===== src/rtl/wishbone_interconnect_pkg.sv =====
// rtl/wishbone_interconnect_pkg.sv - shared FSM encoding and counter width for the wishbone interconnect
package wishbone_interconnect_pkg;

  typedef enum logic [1:0] {
    ST_IDLE,
    ST_ACTIVE,
    ST_DONE,
    ST_ERROR
  } ic_state_t;

  localparam int WAIT_CNT_W = 16;

  // Bits [msb:lsb] set; used to clear the slave-select field from forwarded addresses.
  function automatic logic [31:0] sel_field_mask(input int msb, input int lsb);
    logic [31:0] mask;
    mask = '0;
    for (int i = 0; i < 32; i++) begin
      mask[i] = (i >= lsb) && (i <= msb);
    end
    return mask;
  endfunction

endpackage


===== src/rtl/wishbone_param_interconnect_if.sv =====
// rtl/wishbone_param_interconnect_if.sv - master-side and slave-side bus signals of the interconnect
interface wishbone_param_interconnect_if #(
  parameter int N_SLAVES = 4
);

  logic                    m_we_i;
  logic                    m_cyc_i;
  logic                    m_stb_i;
  logic [3:0]              m_sel_i;
  logic [31:0]             m_adr_i;
  logic [31:0]             m_dat_i;
  logic [31:0]             m_dat_o;
  logic                    m_ack_o;
  logic                    m_err_o;
  logic                    m_int_o;

  logic                    s_we_o;
  logic [3:0]              s_sel_o;
  logic [31:0]             s_adr_o;
  logic [31:0]             s_dat_o;
  logic [N_SLAVES-1:0]     s_cyc_o;
  logic [N_SLAVES-1:0]     s_stb_o;
  logic [N_SLAVES-1:0]     s_ack_i;
  logic [N_SLAVES-1:0]     s_int_i;
  logic [32*N_SLAVES-1:0]  s_dat_i;

  // Interconnect view: a slave to the master, driving the shared slave bus.
  modport slave (
    input  m_we_i, m_cyc_i, m_stb_i, m_sel_i, m_adr_i, m_dat_i,
    output m_dat_o, m_ack_o, m_err_o, m_int_o,
    output s_we_o, s_sel_o, s_adr_o, s_dat_o, s_cyc_o, s_stb_o,
    input  s_ack_i, s_int_i, s_dat_i
  );

  // Environment view: the bus master plus the attached slaves.
  modport master (
    output m_we_i, m_cyc_i, m_stb_i, m_sel_i, m_adr_i, m_dat_i,
    input  m_dat_o, m_ack_o, m_err_o, m_int_o,
    input  s_we_o, s_sel_o, s_adr_o, s_dat_o, s_cyc_o, s_stb_o,
    output s_ack_i, s_int_i, s_dat_i
  );

endinterface


===== src/rtl/wb_ic_timeout_counter.sv =====
// rtl/wb_ic_timeout_counter.sv - wait counter with terminal-count flag for slave ack timeout
module wb_ic_timeout_counter
  import wishbone_interconnect_pkg::*;
#(
  parameter int TIMEOUT_CYCLES = 16
) (
  input  logic clk,
  input  logic rst,
  input  logic clear,
  input  logic enable,
  output logic expired
);

  logic [WAIT_CNT_W-1:0] count;

  always_ff @(posedge clk or posedge rst) begin
    if (rst) begin
      count <= '0;
    end else if (clear) begin
      count <= '0;
    end else if (enable) begin
      count <= count + 1'b1;
    end
  end

  assign expired = (count == WAIT_CNT_W'(TIMEOUT_CYCLES - 1));

endmodule


===== src/rtl/wishbone_param_interconnect.sv =====
// rtl/wishbone_param_interconnect.sv - single-master to N-slave wishbone interconnect with timeout and bus error
module wishbone_param_interconnect
  import wishbone_interconnect_pkg::*;
#(
  parameter int                  N_SLAVES       = 4,
  parameter int                  SEL_MSB        = 31,
  parameter int                  SEL_LSB        = 24,
  parameter int                  TIMEOUT_CYCLES = 16,
  parameter logic [N_SLAVES-1:0] INT_MASK       = '1
) (
  input logic                    clk,
  input logic                    rst,
  wishbone_param_interconnect_if.slave bus
);

  localparam int          SEL_W    = SEL_MSB - SEL_LSB + 1;
  localparam int          IDX_W    = (N_SLAVES > 1) ? $clog2(N_SLAVES) : 1;
  localparam logic [31:0] SEL_MASK = sel_field_mask(SEL_MSB, SEL_LSB);

  ic_state_t           state;
  logic [IDX_W-1:0]    idx;
  logic [SEL_W-1:0]    req_sel_field;
  logic                req_in_range;
  logic [N_SLAVES-1:0] req_onehot;
  logic                ack_hit;
  logic [31:0]         rdata;
  logic                timer_expired;

  assign req_sel_field = bus.m_adr_i[SEL_MSB:SEL_LSB];
  assign req_in_range  = 32'(req_sel_field) < 32'(N_SLAVES);
  assign req_onehot    = N_SLAVES'(1) << req_sel_field[IDX_W-1:0];
  assign ack_hit       = bus.s_ack_i[idx];

  always_comb begin
    rdata = '0;
    for (int i = 0; i < N_SLAVES; i++) begin
      if (idx == IDX_W'(i)) begin
        rdata = bus.s_dat_i[32*i +: 32];
      end
    end
  end

  wb_ic_timeout_counter #(
    .TIMEOUT_CYCLES (TIMEOUT_CYCLES)
  ) u_timeout (
    .clk     (clk),
    .rst     (rst),
    .clear   (state != ST_ACTIVE),
    .enable  (state == ST_ACTIVE),
    .expired (timer_expired)
  );

  always_ff @(posedge clk or posedge rst) begin
    if (rst) begin
      state       <= ST_IDLE;
      idx         <= '0;
      bus.m_dat_o <= '0;
      bus.m_ack_o <= 1'b0;
      bus.m_err_o <= 1'b0;
      bus.s_cyc_o <= '0;
      bus.s_stb_o <= '0;
      bus.s_we_o  <= 1'b0;
      bus.s_sel_o <= '0;
      bus.s_adr_o <= '0;
      bus.s_dat_o <= '0;
    end else begin
      bus.m_ack_o <= 1'b0;
      bus.m_err_o <= 1'b0;
      case (state)
        ST_IDLE: begin
          if (bus.m_cyc_i && bus.m_stb_i) begin
            idx         <= req_sel_field[IDX_W-1:0];
            bus.s_we_o  <= bus.m_we_i;
            bus.s_sel_o <= bus.m_sel_i;
            bus.s_dat_o <= bus.m_dat_i;
            bus.s_adr_o <= bus.m_adr_i & ~SEL_MASK;
            if (req_in_range) begin
              bus.s_cyc_o <= req_onehot;
              bus.s_stb_o <= req_onehot;
              state       <= ST_ACTIVE;
            end else begin
              state <= ST_ERROR;
            end
          end
        end
        ST_ACTIVE: begin
          // Abort beats ack, and ack beats a simultaneous timeout.
          if (!bus.m_cyc_i) begin
            bus.s_cyc_o <= '0;
            bus.s_stb_o <= '0;
            state       <= ST_IDLE;
          end else if (ack_hit) begin
            bus.s_cyc_o <= '0;
            bus.s_stb_o <= '0;
            bus.m_ack_o <= 1'b1;
            if (!bus.s_we_o) begin
              bus.m_dat_o <= rdata;
            end
            state <= ST_DONE;
          end else if (timer_expired) begin
            bus.s_cyc_o <= '0;
            bus.s_stb_o <= '0;
            state       <= ST_ERROR;
          end
        end
        ST_DONE: begin
          state <= ST_IDLE;
        end
        ST_ERROR: begin
          bus.m_err_o <= 1'b1;
          state       <= ST_IDLE;
        end
        default: begin
          state <= ST_IDLE;
        end
      endcase
    end
  end

  always_ff @(posedge clk or posedge rst) begin
    if (rst) begin
      bus.m_int_o <= 1'b0;
    end else begin
      bus.m_int_o <= |(bus.s_int_i & INT_MASK);
    end
  end

endmodule


===== src/flat_wrapper.sv =====
// flat-port wrapper written by rule: the top's interface ports become plain ports
module wishbone_param_interconnect_flat import wishbone_interconnect_pkg::*;
#(
  parameter int                  N_SLAVES       = 4,
  parameter int                  SEL_MSB        = 31,
  parameter int                  SEL_LSB        = 24,
  parameter int                  TIMEOUT_CYCLES = 16,
  parameter logic [N_SLAVES-1:0] INT_MASK       = '1
)
  (clk, rst, bus_m_we_i, bus_m_cyc_i, bus_m_stb_i, bus_m_sel_i, bus_m_adr_i, bus_m_dat_i, bus_m_dat_o, bus_m_ack_o, bus_m_err_o, bus_m_int_o, bus_s_we_o, bus_s_sel_o, bus_s_adr_o, bus_s_dat_o, bus_s_cyc_o, bus_s_stb_o, bus_s_ack_i, bus_s_int_i, bus_s_dat_i);
  wishbone_param_interconnect_if #(.N_SLAVES(N_SLAVES)) bus_i ();
  input logic clk;
  input logic rst;
  input wire logic [$bits(bus_i.m_we_i)-1:0] bus_m_we_i;
  input wire logic [$bits(bus_i.m_cyc_i)-1:0] bus_m_cyc_i;
  input wire logic [$bits(bus_i.m_stb_i)-1:0] bus_m_stb_i;
  input wire logic [$bits(bus_i.m_sel_i)-1:0] bus_m_sel_i;
  input wire logic [$bits(bus_i.m_adr_i)-1:0] bus_m_adr_i;
  input wire logic [$bits(bus_i.m_dat_i)-1:0] bus_m_dat_i;
  output wire logic [$bits(bus_i.m_dat_o)-1:0] bus_m_dat_o;
  output wire logic [$bits(bus_i.m_ack_o)-1:0] bus_m_ack_o;
  output wire logic [$bits(bus_i.m_err_o)-1:0] bus_m_err_o;
  output wire logic [$bits(bus_i.m_int_o)-1:0] bus_m_int_o;
  output wire logic [$bits(bus_i.s_we_o)-1:0] bus_s_we_o;
  output wire logic [$bits(bus_i.s_sel_o)-1:0] bus_s_sel_o;
  output wire logic [$bits(bus_i.s_adr_o)-1:0] bus_s_adr_o;
  output wire logic [$bits(bus_i.s_dat_o)-1:0] bus_s_dat_o;
  output wire logic [$bits(bus_i.s_cyc_o)-1:0] bus_s_cyc_o;
  output wire logic [$bits(bus_i.s_stb_o)-1:0] bus_s_stb_o;
  input wire logic [$bits(bus_i.s_ack_i)-1:0] bus_s_ack_i;
  input wire logic [$bits(bus_i.s_int_i)-1:0] bus_s_int_i;
  input wire logic [$bits(bus_i.s_dat_i)-1:0] bus_s_dat_i;
  assign bus_i.m_we_i = bus_m_we_i;
  assign bus_i.m_cyc_i = bus_m_cyc_i;
  assign bus_i.m_stb_i = bus_m_stb_i;
  assign bus_i.m_sel_i = bus_m_sel_i;
  assign bus_i.m_adr_i = bus_m_adr_i;
  assign bus_i.m_dat_i = bus_m_dat_i;
  assign bus_m_dat_o = bus_i.m_dat_o;
  assign bus_m_ack_o = bus_i.m_ack_o;
  assign bus_m_err_o = bus_i.m_err_o;
  assign bus_m_int_o = bus_i.m_int_o;
  assign bus_s_we_o = bus_i.s_we_o;
  assign bus_s_sel_o = bus_i.s_sel_o;
  assign bus_s_adr_o = bus_i.s_adr_o;
  assign bus_s_dat_o = bus_i.s_dat_o;
  assign bus_s_cyc_o = bus_i.s_cyc_o;
  assign bus_s_stb_o = bus_i.s_stb_o;
  assign bus_i.s_ack_i = bus_s_ack_i;
  assign bus_i.s_int_i = bus_s_int_i;
  assign bus_i.s_dat_i = bus_s_dat_i;
  wishbone_param_interconnect #(.N_SLAVES(N_SLAVES), .SEL_MSB(SEL_MSB), .SEL_LSB(SEL_LSB), .TIMEOUT_CYCLES(TIMEOUT_CYCLES), .INT_MASK(INT_MASK)) u_core (.clk(clk), .rst(rst), .bus(bus_i));
endmodule

===== config.mk =====
export PLATFORM = sky130hd
export DESIGN_NAME = wishbone_param_interconnect_flat
export DESIGN_NICKNAME = d
export VERILOG_FILES = /design/src/rtl/wishbone_interconnect_pkg.sv /design/src/rtl/wishbone_param_interconnect_if.sv /design/src/rtl/wb_ic_timeout_counter.sv /design/src/rtl/wishbone_param_interconnect.sv /design/src/flat_wrapper.sv
export SDC_FILE = /design/constraint.sdc
export NUM_CORES = 1
export LEC_CHECK = 0
export ABC_AREA = 1
export BUFFER_PORTS_ARGS = -buffer_cell sky130_fd_sc_hd__buf_2
export CAP_MARGIN = 20
export CORE_MARGIN = 8
export CORE_UTILIZATION = 48
export DETAILED_ROUTE_END_ITERATION = 16
export PLACE_DENSITY = 0.87
export SETUP_SLACK_MARGIN = 0.5
export SLEW_MARGIN = 20
export SYNTH_ARGS = -nofsm -noshare
export SYNTH_HDL_FRONTEND = slang
export SYNTH_SLANG_ARGS = --single-unit

===== constraint.sdc =====
create_clock -name clk -period 11.3 [get_ports clk]
set_clock_uncertainty 0.2 [all_clocks]
set_input_delay 1.13 -clock clk [delete_from_list [all_inputs] [get_ports clk]]
set_output_delay 1.13 -clock clk [all_outputs]
set_load 0.05 [all_outputs]

==> flow_metrics.tcl, run 1 <==
set metrics [dict create \
    ys_warn_count 0 \
    timing.final.crit_share 0.225 \
    syn2layout_area_growth_pct 38.9 \
    grt_pass1_wl_mm 27.9 \
    r2r_slack_ns 8.76 \
    dr_total_vias 5373 \
    cts_tree "done" \
    r2r_start "u_core.state[0]$_DFFE_PP0P_" \
    yosysTopAreaCell "dfrtp_1" \
    criticalPathCategory "reg2reg" \
    grt.total_usage 0.238 \
    synthCells 595 \
    cts_max_level 4 \
    max_slew_margin 0.322 \
    synth-seq-cells 120 \
    vias_per_cell 5.08 \
    setup_viol 0 \
    dr.pass1.iters 5 \
    synth_compound_area_frac 0.0753 \
    max_freq_mhz 393 \
    yosysUniqueCellTypes 26 \
    antenna_found_initial 2 \
    clock_path_buffers 2 \
    min_period_ns 2.54 \
    final_nets 1111 \
    die_y_um 123 \
    core-area_mm2 0.0113 \
    p_clk_frac 0.189 \
    grt_setup_unrepaired "no" \
    end_kind "register" \
    drtAntennaViolNets 0 \
    slew_viol_final 0 \
    timing.max_cap.violations 0 \
    place_congestion 0.888 \
    synth_top_area_frac 0.543 \
    final_cells 1057 \
    clkSinkCount 120 \
    path_max_fanout 47 \
    final_util 0.678 \
    finalHoldViolCount 0 \
    ys.flop_type "dfrtp_1" \
    synth_top_family_by_area "simple AND/OR/NAND/NOR gates" \
    tns_ns 0 \
    netSwitchingPower_w 0.00127 \
    dp_cells 1024 \
    p_int_w 0.00124 \
    synth-simple-area-share 0.199 \
    power_density_mw_per_mm2 327 \
    r2r_cells 8 \
    cts_resized 0 \
    startpoint_type "register" \
    boundaryPins 321 \
    cp.arrival_ns 2.61 \
    yosysSeqAreaShare 0.543 \
    min_path_cells 1 \
    cp.required_ns 11.37 \
    die-area_mm2 0.0152 \
    drtIter0Drc 573 \
    die_x_um 123 \
    synthXorXnorAreaFrac 0.00475 \
    ys_top_cells_by_count "nand2_1 (169), dfrtp_1 (120), mux2_2 (60)" \
    timing.rr.end "u_core.bus.m_dat_o[4]$_DFFE_PP0P_" \
    root_buffer "clkbuf_16" \
    row_count 39 \
    synth.area.top_cells "dfrtp_1 (54%), mux2_2 (12%), nand2_1 (11%)" \
    hold_end "u_core.u_timeout.count[0]$_DFF_PP0_" \
    synth_async_sr_flop_share 1.00 \
    drive_gt1_frac 0.454 \
    p_leak_nw 4.05 \
    numCtsBuffers 17 \
    initial_core_util 0.489 \
    grt_pass1_vias 5451 \
    switching_share 0.506 \
    drt-total-wl_mm 18.9 \
    wl_per_cell_um 17.9 \
    postCtsSetupBuffers 0 \
    status "finished, final reports clean" \
    gr-total-overflow 0 \
    place_hpwl_mm 14.7 \
    clk_latency_ns 0.40 \
    port_buffers 312 \
    grt_max_degree 65 \
    ir_worst_vdd_v 0.000293 \
    min_path_type "reg2reg" \
    synthMuxAreaShare 0.122 \
    cts_hold_buffers 0 \
    clkTransAtPathRegs_ns 0.05 \
    syn_area_mm2 0.00553 \
    synth_edf_count 0 \
    post-synth-top-count-cell "nand2_1" \
    drc 0 \
    syn-mean-instance-area_um2 9.29 \
    comb_power_share 0.529 \
    synthAdderAreaFrac 0.00226 \
    min_from "u_core.u_timeout.count[0]$_DFF_PP0_" \
    worst_slew_pin_slew_ns 1.02 \
    seq_power_share 0.281 \
]
==> layout make-up <==
class | count | area, um^2
clock buffers | 20 | 437
inverters | 21 | 81.3
repair buffers | 318 | 1620
multi-input cells | 423 | 2270
clock inverters | 10 | 82.6
flip-flops and latches | 120 | 3000
diodes | 2 | 5.00
fillers | 886 | 3640
well taps | 143 | 179
==> sequential cells by signal (all words and copies together) (netlist names), 2 cells and up <==
name,count
u_core.bus.s_cyc_o,4
u_core.idx,2
u_core.u_timeout.count,16
u_core.bus.s_dat_o,32
u_core.state,2
u_core.bus.s_adr_o,24
u_core.bus.s_sel_o,4
u_core.bus.m_dat_o,32
==> cell usage in the layout, fill, tap and decap left out, drive strengths merged, types with 7 or more instances in the layout <==
master  netlist  final
inv          20     20
dfrtp       120    120
buf          31    318
mux2         60     60
nor3          8      8
clkinv        1      7
a21oi        41     41
nand2       170    170
o21ai        38     38
nand3        43     43
clkbuf        7     20
conb          1      8
nor2         41     41
==> cells by family (layout without fill, tap and decap cells) <==
kind of cell               count (synthesis)  after routing
DFF                                      120            120
AOI/OAI and AO/OA                         82             82
buffers and inverters                     59            369
and+or+nand+nor                          269            269
muxes                                     60             60
xor gates and xnor gates                   3              3
other                                      1             10
adders and majority gates                  1              1
==> power by group through the flow <==
stage,Combinational [W],Clock (W),Sequential (W)
4_1_cts,0.00134,0.000483,0.000704
3_3_place_gp,0.00131,0,0.000697
5_1_grt,0.00141,0.000503,0.000725
3_5_place_dp,0.00133,0,0.000709
2_1_floorplan,0.000410,0,0.00128
6_report,0.00133,0.000476,0.000707
==> metrics by stage <==
stage / hold slack, ns / area [um^2] / setup WS (ns) / power [W]
after CTS: 0.266 / 7650 / 8.40 / 0.00252
after floorplan: 0.233 / 5560 / 6.78 / 0.00169
after global placement: 0.250 / 7140 / 8.41 / 0.00201
final: 0.261 / 7680 / 8.76 / 0.00251
after detailed placement: 0.259 / 7140 / 8.27 / 0.00204
after global routing: 0.297 / 7680 / 8.49 / 0.00263
==> critical path: stages (launching register included) <==
cell and delay, ns:
dfrtp_1 0.37, inv_1 0.06, nor2_1 0.60, nand2_1 0.30, nor2_2 0.22, nand2_2 0.22, buf_12 0.26, nand2_1 0.09
o21ai_1 0.07
==> layer usage <==
| layer | wire length [um] | GRT usage | up-vias |
|---|---|---|---|
| met2 | 9990 | 0.433 | 259 |
| met4 | 384 | 0.0993 | 0 |
| met1 | 6760 | 0.255 | 2511 |
| met5 | 0 | 0 | - |
| met3 | 1730 | 0.0667 | 31 |
| li1 | - | - | 2572 |
==> worst max path at each step <==
| stage | from | end | slack [ns] | depth (start not counted) |
|---|---|---|---|---|
| 6_report | u_core.state[0]$_DFFE_PP0P_ | u_core.bus.m_dat_o[4]$_DFFE_PP0P_ | 8.76 | 8 |
| 5_1_grt | u_core.state[0]$_DFFE_PP0P_ | u_core.bus.m_dat_o[5]$_DFFE_PP0P_ | 8.49 | 8 |
| 4_1_cts | u_core.state[0]$_DFFE_PP0P_ | u_core.bus.m_dat_o[4]$_DFFE_PP0P_ | 8.40 | 7 |
| 3_5_place_dp | bus_s_ack_i[3] | u_core.bus.m_dat_o[13]$_DFFE_PP0P_ | 8.27 | 8 |
| 3_3_place_gp | bus_s_ack_i[3] | u_core.bus.m_dat_o[3]$_DFFE_PP0P_ | 8.41 | 8 |
| 2_1_floorplan | rst | u_core.bus.m_ack_o$_DFF_PP0_ | 6.78 | 1 |
No activity file was read; power rests on OpenSTA's default activity.
==> run 2: changes to the inputs <==
--- a/config.mk
+++ b/config.mk
@@ -5,13 +5,13 @@
 export SDC_FILE = /design/constraint.sdc
 export NUM_CORES = 1
 export LEC_CHECK = 0
-export ABC_AREA = 1
+export ABC_AREA = 0
 export BUFFER_PORTS_ARGS = -buffer_cell sky130_fd_sc_hd__buf_2
 export CAP_MARGIN = 20
 export CORE_MARGIN = 8
-export CORE_UTILIZATION = 48
+export CORE_UTILIZATION = 40
 export DETAILED_ROUTE_END_ITERATION = 16
-export PLACE_DENSITY = 0.87
+export PLACE_DENSITY = 0.76
 export SETUP_SLACK_MARGIN = 0.5
 export SLEW_MARGIN = 20
 export SYNTH_ARGS = -nofsm -noshare
==> constraint.sdc (replaced) <==
create_clock -name clk -period 2.1 [get_ports clk]
set_clock_uncertainty 0.2 [all_clocks]
set_input_delay 0.21 -clock clk [delete_from_list [all_inputs] [get_ports clk]]
set_output_delay 0.21 -clock clk [all_outputs]
set_load 0.05 [all_outputs]
==> flow_metrics.tcl, run 2 <==
set metrics [dict create \
    status "finished, final reports clean" \
    ys_top_cells_by_count "dfrtp_1 (120), mux2_2 (46), mux4_2 (33)" \
    drt-total-wl_mm 20.9 \
    diodes 0 \
    p_leak_nw 4.76 \
    final_common_cell "buf_2" \
    syn-mean-instance-area_um2 15.4 \
    min_path_type "in2reg" \
    clock_path_buffers 2 \
    min_from "bus_s_dat_i[69]" \
    timing.final.crit_share 0.999 \
    min_period_ns 2.10 \
    synth_top_area_frac 0.523 \
    initial_core_util 0.403 \
    cp.arrival_ns 2.20 \
    layout_common_cells "buf_2 (312), dfrtp_1 (117), mux2_4 (99)" \
    synth_async_sr_flop_share 1.00 \
    final_nets 998 \
    grt.total_usage 0.221 \
    slew_viol_final 0 \
    clkTransAtPathRegs_ns 0.06 \
    cp.required_ns 2.20 \
    die_y_um 136 \
    vias_per_cell 5.02 \
    core-area_mm2 0.0143 \
    yosysUniqueCellTypes 40 \
    boundaryPins 321 \
    yosysTopAreaCell "dfrtp_1" \
    drive_gt1_frac 0.674 \
    drc 0 \
    top_regs "u_core.bus.m_dat_o x32, u_core.bus.s_dat_o x32, u_core.bus.s_adr_o x24" \
    setup_viol 0 \
    die_x_um 136 \
    yosysSeqAreaShare 0.523 \
    dr_total_vias 4940 \
    dr.pass1.iters 5 \
    syn_area_mm2 0.00575 \
    power_w 0.0119 \
    syn2layout_area_growth_pct 66.5 \
    power_density_mw_per_mm2 1250 \
    max_slew_margin 0.577 \
    finalWorstSetupSlack_ns 0.00216 \
    cts_max_level 4 \
    cts_tree "done" \
    dp_slack_ns 0.00327 \
    grt_setup_unrepaired "yes" \
    synth_edf_count 0 \
    root_buffer "clkbuf_16" \
    row_count 44 \
    criticalPathCategory "reg2reg" \
    finalHoldViolCount 0 \
    crit_chain "mux4_2, and3_4, nand2b_4, clkbuf_16, mux2_4" \
    grt_pass1_vias 5629 \
    tns_ns 0 \
    synthCells 373 \
    die-area_mm2 0.0185 \
    final_util 0.671 \
    path_max_fanout 8 \
    ys_warn_count 0 \
    place_congestion 0.839 \
    clkSinkCount 120 \
    end_kind "register" \
    numCtsBuffers 17 \
    ys.flop_type "dfrtp_1" \
    gr-total-overflow 0 \
    r2r_start "u_core.idx[0]$_DFFE_PP0P_" \
    placed_area_mm2 0.00781 \
    grt_pass1_wl_mm 31.1 \
    startpoint_type "register" \
    drtIter0Drc 225 \
    wl_per_cell_um 21.3 \
    worst_slew_pin_slew_ns 0.635 \
    max_freq_mhz 477 \
    antenna_found_initial 0 \
    drtAntennaViolNets 0 \
    grt_max_degree 121 \
    ir_worst_vdd_v 0.00103 \
    clk_latency_ns 0.42 \
    post-synth-top-count-cell "dfrtp_1" \
    port_buffers 312 \
    cp_slowest_cell "mux4_2" \
    synth-seq-cells 120 \
    critical-path-max-stage-delay_ns 0.52 \
    synth.area.top_cells "dfrtp_1 (52%), mux4_2 (13%), mux2_2 (9.0%)" \
    critPathLaunch "u_core.idx[0]$_DFFE_PP0P_" \
    fin_area_mm2 0.00956 \
    place_hpwl_mm 13.8 \
    timing.max_cap.violations 0 \
]
==> run 2: cell types whose count changed after synthesis, moves of 24 or more <==
cell	delta
nand2_1	-159
nor2_1	-24
mux4_2	+33
mux2_4	+30
nand3_1	-39
a21oi_1	-36
o21ai_1	-29
==> run 2: worst max-delay path, delay by kind of cell, from the launching register on <==
family        cells  cell delay [ns]
simple gates      2             0.38
mux               2             0.81
flops             1             0.37
buf+inv           1             0.21
==> run 2: worst paths after layout <==
check                                                      endpoint  slack, ns  cells after the start
max in group asynchronous       u_core.u_timeout.count[7]$_DFF_PP0_       0.83                      4
min in group asynchronous        u_core.bus.s_dat_o[20]$_DFFE_PP0P_       0.37                      4
worst max register to register    u_core.bus.m_dat_o[4]$_DFFE_PP0P_      0.002                      5
worst max-delay path              u_core.bus.m_dat_o[4]$_DFFE_PP0P_      0.002                      5
worst min-delay path              u_core.bus.m_dat_o[5]$_DFFE_PP0P_       0.03                      3
worst min register to register   u_core.bus.s_dat_o[28]$_DFFE_PP0P_       0.31                      1
==> run 2: power breakdown <==
group,internal (W),total (W),leakage [nW],switching [W]
clock,0.00176,0.00281,0.263,0.00105
sequential,0.00299,0.00345,1.47,0.000460
combinational,0.00209,0.00569,3.02,0.00360
==> run 2: kinds of logic (layout without fill, tap and decap cells) <==
| group | after synthesis | count (layout) | share of synthesized area |
|---|---|---|---|
| AO/OA/AOI/OAI | 14 | 14 | 0.0159 |
| XOR/XNOR | 10 | 10 | 0.0152 |
| adder cells (fa/ha/maj) | 1 | 1 | 0.00218 |
| buffers and inverters | 35 | 455 | 0.0433 |
| flip-flops | 120 | 120 | 0.523 |
| multiplexers | 132 | 132 | 0.343 |
| other | 1 | 8 | 0.000653 |
| AND/OR/NAND/NOR | 60 | 60 | 0.0571 |
==> run 2: per-stage QoR <==
stage / instances / hold WS, ns
after floorplan: 380 / 0.117
after global placement: 865 / 0.198
after detailed placement: 865 / 0.208
after CTS: 977 / 0.0227
after global routing: 984 / 0.0233
final: 984 / 0.0305
==> run 2: cell type report <==
class	instances	area [um^2]
fill	996	4690
sequential	120	3010
multi-input combinational	225	2900
timing repair buffer	422	2850
clock buffer	19	443
tap	184	230
clock inverter	12	129
inverter	2	11.3
==> run 2: per-layer routing <==
layer  up-vias  track usage  wire, um
li1       2196            -         -
met1      2451        0.262      8100
met2       262        0.372     10700
met3        31       0.0661      1580
met4         0       0.0818       501
met5         -            0         0
==> run 2: timing repair <==
item                                    in CTS  in global routing
setup buffers                                7                  6
pin swaps                                    2                  9
endpoints found under the setup margin     103                109
resized for setup                           37                 20
cloned                                       4                  1
hold buffers                                70                  0
hold endpoints to repair                   186                  0
